File: src/rtl/data_mem_initiator_if.sv
// Pipeline request/response channel, stack pointer view and data-memory requester port.
// The master modport is the initiator's view; the slave modport is the pipeline-plus-memory side.
interface data_mem_initiator_if;
    logic        req_valid;
    logic        req_ready;
    logic [2:0]  req_op;
    logic [15:0] req_addr;
    logic [31:0] req_wdata;
    logic        resp_valid;
    logic        resp_err;
    logic [31:0] resp_rdata;
    logic [15:0] sp_out;
    logic        mem_read_enable;
    logic [15:0] mem_read_addr;
    logic [15:0] mem_read_data;
    logic        mem_write_enable;
    logic [15:0] mem_write_addr;
    logic [15:0] mem_write_data;

    modport master (
        input  req_valid, req_op, req_addr, req_wdata, mem_read_data,
        output req_ready, resp_valid, resp_err, resp_rdata, sp_out,
               mem_read_enable, mem_read_addr, mem_write_enable, mem_write_addr, mem_write_data
    );

    modport slave (
        output req_valid, req_op, req_addr, req_wdata, mem_read_data,
        input  req_ready, resp_valid, resp_err, resp_rdata, sp_out,
               mem_read_enable, mem_read_addr, mem_write_enable, mem_write_addr, mem_write_data
    );
endinterface

File: src/rtl/data_mem_initiator.sv
// Load/store/stack controller: one request at a time, one or two 16-bit memory accesses, owns SP.
// Latency: error 1 cycle, single-word 2 cycles, double-word 3 cycles; req_ready only in IDLE.
module data_mem_initiator #(
    parameter int unsigned MEM_DEPTH = 2045,
    parameter logic [15:0] SP_INIT   = 16'h07FC
) (
    input logic                  clk,
    input logic                  rst,
    data_mem_initiator_if.master bus
);
    typedef enum logic [1:0] {IDLE, ACC0, ACC1, DONE} state_t;

    localparam logic [2:0] OP_LOAD  = 3'd0;
    localparam logic [2:0] OP_STORE = 3'd1;
    localparam logic [2:0] OP_PUSH  = 3'd2;
    localparam logic [2:0] OP_POP   = 3'd3;
    localparam logic [2:0] OP_PUSH2 = 3'd4;
    localparam logic [2:0] OP_POP2  = 3'd5;

    state_t      state_q, state_d;
    logic [2:0]  op_q, op_d;
    logic [15:0] a0_q, a0_d, a1_q, a1_d;
    logic [31:0] wdata_q, wdata_d;
    logic [15:0] sp_q, sp_d;
    logic [15:0] lo_q, lo_d;
    logic [31:0] rdata_q, rdata_d;
    logic        err_q, err_d;

    logic        req_ready;
    logic        re, we;
    logic [15:0] raddr, waddr, wdat;
    logic [15:0] na0, na1;
    logic        two, illegal, is_write;

    function automatic logic in_range(input logic [15:0] a);
        return 32'(a) < MEM_DEPTH;
    endfunction

    function automatic logic [15:0] sp_next(input logic [2:0] op, input logic [15:0] sp);
        case (op)
            OP_PUSH:  return sp - 16'd1;
            OP_POP:   return sp + 16'd1;
            OP_PUSH2: return sp - 16'd2;
            OP_POP2:  return sp + 16'd2;
            default:  return sp;
        endcase
    endfunction

    assign is_write = (op_q == OP_STORE) || (op_q == OP_PUSH) || (op_q == OP_PUSH2);

    // Access addresses for the request currently on the bus, computed from the live SP.
    always_comb begin
        na0     = 16'h0;
        na1     = 16'h0;
        two     = 1'b0;
        illegal = 1'b0;
        case (bus.req_op)
            OP_LOAD, OP_STORE: na0 = bus.req_addr;
            OP_PUSH:           na0 = sp_q;
            OP_POP:            na0 = sp_q + 16'd1;
            OP_PUSH2: begin
                na0 = sp_q;
                na1 = sp_q - 16'd1;
                two = 1'b1;
            end
            OP_POP2: begin
                na0 = sp_q + 16'd1;
                na1 = sp_q + 16'd2;
                two = 1'b1;
            end
            default:           illegal = 1'b1;
        endcase
    end

    always_comb begin
        state_d   = state_q;
        op_d      = op_q;
        a0_d      = a0_q;
        a1_d      = a1_q;
        wdata_d   = wdata_q;
        sp_d      = sp_q;
        lo_d      = lo_q;
        rdata_d   = rdata_q;
        err_d     = err_q;
        req_ready = 1'b0;
        re        = 1'b0;
        we        = 1'b0;
        raddr     = 16'h0;
        waddr     = 16'h0;
        wdat      = 16'h0;
        case (state_q)
            IDLE: begin
                req_ready = 1'b1;
                if (bus.req_valid) begin
                    op_d    = bus.req_op;
                    a0_d    = na0;
                    a1_d    = na1;
                    wdata_d = bus.req_wdata;
                    lo_d    = 16'h0;
                    err_d   = illegal || !in_range(na0) || (two && !in_range(na1));
                    if (err_d) begin
                        rdata_d = 32'h0;
                        state_d = DONE;
                    end else begin
                        state_d = ACC0;
                    end
                end
            end
            ACC0: begin
                if (is_write) begin
                    we    = 1'b1;
                    waddr = a0_q;
                    wdat  = (op_q == OP_PUSH2) ? wdata_q[31:16] : wdata_q[15:0];
                end else begin
                    re    = 1'b1;
                    raddr = a0_q;
                end
                if (op_q == OP_PUSH2 || op_q == OP_POP2) begin
                    lo_d    = bus.mem_read_data;
                    state_d = ACC1;
                end else begin
                    rdata_d = is_write ? 32'h0 : {16'h0, bus.mem_read_data};
                    sp_d    = sp_next(op_q, sp_q);
                    state_d = DONE;
                end
            end
            ACC1: begin
                if (op_q == OP_PUSH2) begin
                    we      = 1'b1;
                    waddr   = a1_q;
                    wdat    = wdata_q[15:0];
                    rdata_d = 32'h0;
                end else begin
                    re      = 1'b1;
                    raddr   = a1_q;
                    rdata_d = {bus.mem_read_data, lo_q};
                end
                sp_d    = sp_next(op_q, sp_q);
                state_d = DONE;
            end
            default: state_d = IDLE;
        endcase
    end

    always_ff @(posedge clk or posedge rst) begin
        if (rst) begin
            state_q <= IDLE;
            op_q    <= 3'd0;
            a0_q    <= 16'h0;
            a1_q    <= 16'h0;
            wdata_q <= 32'h0;
            sp_q    <= SP_INIT;
            lo_q    <= 16'h0;
            rdata_q <= 32'h0;
            err_q   <= 1'b0;
        end else begin
            state_q <= state_d;
            op_q    <= op_d;
            a0_q    <= a0_d;
            a1_q    <= a1_d;
            wdata_q <= wdata_d;
            sp_q    <= sp_d;
            lo_q    <= lo_d;
            rdata_q <= rdata_d;
            err_q   <= err_d;
        end
    end

    assign bus.req_ready        = req_ready;
    assign bus.resp_valid       = (state_q == DONE);
    assign bus.resp_err         = err_q;
    assign bus.resp_rdata       = rdata_q;
    assign bus.sp_out           = sp_q;
    assign bus.mem_read_enable  = re;
    assign bus.mem_read_addr    = raddr;
    assign bus.mem_write_enable = we;
    assign bus.mem_write_addr   = waddr;
    assign bus.mem_write_data   = wdat;
endmodule

File: src/flat_wrapper.sv
// flat-port wrapper written by rule: the top's interface ports become plain ports
module data_mem_initiator_flat 
#(
    parameter int unsigned MEM_DEPTH = 2045,
    parameter logic [15:0] SP_INIT   = 16'h07FC
)
  (clk, rst, bus_req_valid, bus_req_op, bus_req_addr, bus_req_wdata, bus_mem_read_data, bus_req_ready, bus_resp_valid, bus_resp_err, bus_resp_rdata, bus_sp_out, bus_mem_read_enable, bus_mem_read_addr, bus_mem_write_enable, bus_mem_write_addr, bus_mem_write_data);
  data_mem_initiator_if bus_i ();
  input logic clk;
  input logic rst;
  input wire logic [$bits(bus_i.req_valid)-1:0] bus_req_valid;
  input wire logic [$bits(bus_i.req_op)-1:0] bus_req_op;
  input wire logic [$bits(bus_i.req_addr)-1:0] bus_req_addr;
  input wire logic [$bits(bus_i.req_wdata)-1:0] bus_req_wdata;
  input wire logic [$bits(bus_i.mem_read_data)-1:0] bus_mem_read_data;
  output wire logic [$bits(bus_i.req_ready)-1:0] bus_req_ready;
  output wire logic [$bits(bus_i.resp_valid)-1:0] bus_resp_valid;
  output wire logic [$bits(bus_i.resp_err)-1:0] bus_resp_err;
  output wire logic [$bits(bus_i.resp_rdata)-1:0] bus_resp_rdata;
  output wire logic [$bits(bus_i.sp_out)-1:0] bus_sp_out;
  output wire logic [$bits(bus_i.mem_read_enable)-1:0] bus_mem_read_enable;
  output wire logic [$bits(bus_i.mem_read_addr)-1:0] bus_mem_read_addr;
  output wire logic [$bits(bus_i.mem_write_enable)-1:0] bus_mem_write_enable;
  output wire logic [$bits(bus_i.mem_write_addr)-1:0] bus_mem_write_addr;
  output wire logic [$bits(bus_i.mem_write_data)-1:0] bus_mem_write_data;
  assign bus_i.req_valid = bus_req_valid;
  assign bus_i.req_op = bus_req_op;
  assign bus_i.req_addr = bus_req_addr;
  assign bus_i.req_wdata = bus_req_wdata;
  assign bus_i.mem_read_data = bus_mem_read_data;
  assign bus_req_ready = bus_i.req_ready;
  assign bus_resp_valid = bus_i.resp_valid;
  assign bus_resp_err = bus_i.resp_err;
  assign bus_resp_rdata = bus_i.resp_rdata;
  assign bus_sp_out = bus_i.sp_out;
  assign bus_mem_read_enable = bus_i.mem_read_enable;
  assign bus_mem_read_addr = bus_i.mem_read_addr;
  assign bus_mem_write_enable = bus_i.mem_write_enable;
  assign bus_mem_write_addr = bus_i.mem_write_addr;
  assign bus_mem_write_data = bus_i.mem_write_data;
  data_mem_initiator #(.MEM_DEPTH(MEM_DEPTH), .SP_INIT(SP_INIT)) u_core (.clk(clk), .rst(rst), .bus(bus_i));
endmodule
File: config.mk
export PLATFORM = sky130hd
export DESIGN_NAME = data_mem_initiator_flat
export DESIGN_NICKNAME = d
export VERILOG_FILES = /design/src/rtl/data_mem_initiator_if.sv /design/src/rtl/data_mem_initiator.sv /design/src/flat_wrapper.sv
export SDC_FILE = /design/constraint.sdc
export NUM_CORES = 1
export LEC_CHECK = 0
export CORE_ASPECT_RATIO = 1.1
export CORE_UTILIZATION = 40
export DETAILED_ROUTE_END_ITERATION = 7
export PLACE_DENSITY = 0.74
export SYNTH_ARGS = -nofsm -noshare
export SYNTH_HDL_FRONTEND = slang
export SYNTH_SLANG_ARGS = --single-unit
File: constraint.sdc
create_clock -name clk -period 12.6 [get_ports clk]
set_input_delay 3.15 -clock clk [delete_from_list [all_inputs] [get_ports clk]]
set_output_delay 3.15 -clock clk [all_outputs]
set_load 0.02 [all_outputs]
==> results.cfg <==
[placed_design]
dp_hpwl_um = 18200
place_ws_ns = 5.03
placed_area_mm2 = 0.0102
io_buffer_count = 170
dp.cells = 1327
gp_congestion = 0.953

[sta]
hold_viol = 0
slew_violations = 0
min_period_ns = 7.52
relSlewSlack = 0.211
rsz0062_at_grt = false
finClkSkew_ns = 0.0127
max_freq_ghz = 0.133
finalSetupViolCount = 0
setup_tns_ns = 0
setup_ws_ns = 5.08
worst_slew_pin_slew_ns = 1.18
post-route-period-util = 0.597

[final_layout]
n_fill_cell = 1904
area_delta_synth_final_pct = 27.4
num_antenna_cells = 0
layout-drive-gt1-share = 0.116
fin_util = 0.522
fin_area_mm2 = 0.0108
final_cells = 1359
layout.nets = 1142

[floorplan]
dieHeight_um = 155
core-area_mm2 = 0.0207
ioPinCount = 171
rows = 55
start_util = 0.410
fp.dieArea_mm2 = 0.0218
floorplan.die.width_um = 141

[worst_setup_path]
cp_cell_sequence = inv_1, nand2_1, nor2_1, nor2b_1, and2_1, buf_4, a22o_1, clkdlybuf4s50_1
worstPathArrival_ns = 4.37
crit_start = u_core.op_q[1]$_DFFE_PP0P_
cp_slowest_stage_delay_ns = 0.85
cp.depth = 8
critical_path_buf_inv_count = 3
critPathKind = register to primary output
slowest_stage = nor2b_1
critPathLaunchType = register
cpLargestDelayFamily = simple AND/OR/NAND/NOR gates
critPathMaxFanout = 27
cp-end-kind = primary output
timing.rr.start = u_core.bus.sp_out[0]$_DFFE_PP0P_
reg2reg_depth = 11
crit_required_ns = 9.45

[global_route]
grt_overflow = 0
grt_pass1_vias = 7289
grtUsageTotal = 0.243
antenna_found_initial = 0
grt_max_degree = 95
grt_pass1_wl_um = 41300

[logic_synthesis]
synth_fa_ha_area_frac = 0.0162
syn_nets = 1025
yosysSeqAreaShare = 0.396
synthMuxAreaShare = 0.106
synth_area_mm2 = 0.00849
synth_top_family_by_area = simple AND/OR/NAND/NOR gates
synth_xor_area_frac = 0.0351
synthCells = 944
synth_simple_gate_area_frac = 0.201
synth_ff_type = dfrtp_1
ys_async_sr_fraction = 1.00
yosysWarnings = 0
synth-edff-count = 0
synth_compound_area_frac = 0.191
synth.avg_cell_area_um2 = 8.99
synth.distinct_cells = 67
ys_ff_latch = 134

[clocking]
htree_levels = 4
clock_sinks = 134
clkTransAtPathRegs_ns = 0.07
cts_setup_buffers = 0
hold_buffers = 0
cts_tree = yes
numCtsBuffers = 17
cts.path.max_buffers = 2
worstSkewPairLatency_ns = 0.43
root_buffer = clkbuf_16
cts_resized = 0

[routing]
wl_per_cell_um = 19.2
dr.pass1.iters = 5
drt_iter0_markers = 686
vias = 7691
drc_errors = 0
postRouteAntennaNets = 0
wl_um = 26100
vias_per_cell = 5.66

[outcome]
status = completed

[hold_path]
hold_path.class = register to register
min_from = u_core.lo_q[12]$_DFFE_PP0P_
whs_path_depth = 2

[pwr]
p_leak_nw = 4.26
ir_drop_mv = 0.142
power_density_mw_per_mm2 = 255

[flow_run]
maxCapViolCount = 0
[metal layers]
metal | vias to the layer above | share of wire | GRT usage
met5 | - | 0 | 0
met4 | 0 | 0.019 | 0.0761
met3 | 40 | 0.071 | 0.0402
met2 | 341 | 0.47 | 0.392
met1 | 3700 | 0.44 | 0.334
li1 | 3610 | - | -
[report_power, final]
group | internal (mW) | switching, mW
Clock | 0.266 | 0.219
Sequential | 0.625 | 0.216
Combinational | 0.621 | 0.816
[logic make-up (layout without fill, tap and decap cells)]
kind of cell	after synthesis	in the layout
adders and majority gates	11	11
muxes	78	78
and+or+nand+nor	339	339
xor gates and xnor gates	34	34
AOI/OAI and AO/OA	242	242
buffers and inverters	106	236
DFF	134	134
[through the flow]
step	power, mW	hold WS (ns)
after floorplan	1.80	0.439
after global placement	2.24	0.449
after detailed placement	2.27	0.457
after CTS	2.76	0.471
after global routing	2.94	0.492
final	2.76	0.467
[synth_stat cells (4+ instances only)]
cell type    n  share of area
o31ai_1      6         0.0053
dfrtp_1    125           0.37
and3_1       6         0.0044
nor4_1       7         0.0052
a21oi_1     34          0.020
buf_2       12         0.0071
xor2_1      13          0.013
nor2_1      55          0.024
nor3_2       4         0.0047
buf_6        6         0.0080
a31oi_1      8         0.0059
ha_1        11          0.016
clkbuf_1    54          0.024
a22oi_1     56          0.050
inv_1       27          0.012
nand2_1    130          0.057
mux2_2      41          0.054
buf_1        5         0.0022
o22ai_1      9         0.0066
nor2b_1     49          0.036
o21ai_0     63          0.037
a22o_1      33          0.034
xnor2_1     21          0.022
and2_1       8         0.0059
mux2i_1     23          0.027
nor3b_1      4         0.0035
nand3_1     25          0.015
dfstp_2      9          0.028
nor3_1      18          0.011
a211oi_1     8         0.0071
mux2_4      14          0.025
nand4_1      9         0.0066
[sequential cells by signal, summed over array words and instances (netlist names)]
| signal | flops |
|---|---|
| u_core.a0_q | 16 |
| u_core.a1_q | 16 |
| u_core.bus.resp_err | 1 |
| u_core.bus.resp_rdata | 32 |
| u_core.bus.sp_out | 16 |
| u_core.lo_q | 16 |
| u_core.op_q | 3 |
| u_core.state_q | 2 |
| u_core.wdata_q | 32 |
[cell type report]
| class | instances | area [um^2] | area share |
|---|---|---|---|
| flip-flops and latches | 134 | 3360 | 0.311 |
| multi-input cells | 704 | 4670 | 0.432 |
| clock buffers | 18 | 439 | 0.0406 |
| inverters | 28 | 108 | 0.00995 |
| well taps | 285 | 357 | 0.0330 |
| repair buffers | 176 | 1750 | 0.161 |
| clock inverters | 14 | 130 | 0.0120 |
[worst reg2reg max path, delay by kind of cell (launching register included)]
kind	cells	cell delay (ns)
muxes	2	0.69
buffers and inverters	1	0.34
AOI/OAI and AO/OA	3	1.45
and+or+nand+nor	4	0.84
DFF	1	0.82
adders and majority gates	1	0.36
[final timing paths]
kind / to / slack [ns]
setup / recovery: bus_mem_read_addr[6] / 5.08
hold reg to reg: u_core.lo_q[12]$_DFFE_PP0P_ / 0.47
max in group asynchronous: u_core.bus.sp_out[1]$_DFFE_PP0P_ / 7.95
min in group asynchronous: u_core.wdata_q[22]$_DFFE_PP0P_ / 3.22
hold / removal: u_core.lo_q[12]$_DFFE_PP0P_ / 0.47
setup reg to reg: u_core.bus.resp_rdata[15]$_DFFE_PP0P_ / 7.98
[cell usage in the layout, fill, tap and decap left out, types with 11 or more instances in the layout]
master           synthesis  final
a22o_1                  33     33
xor2_1                  13     13
clkdlybuf4s50_1          0    170
ha_1                    11     11
inv_1                   27     26
nor2_1                  55     55
nor3_1                  18     18
xnor2_1                 21     21
nand2_1                130    129
mux2i_1                 23     23
dfrtp_1                125    125
a22oi_1                 56     56
o21ai_0                 63     63
nand3_1                 25     25
mux2_2                  41     41
nor2b_1                 49     49
clkbuf_16                0     17
a21oi_1                 34     34
mux2_4                  14     14
(Power assumes the default switching activity.)
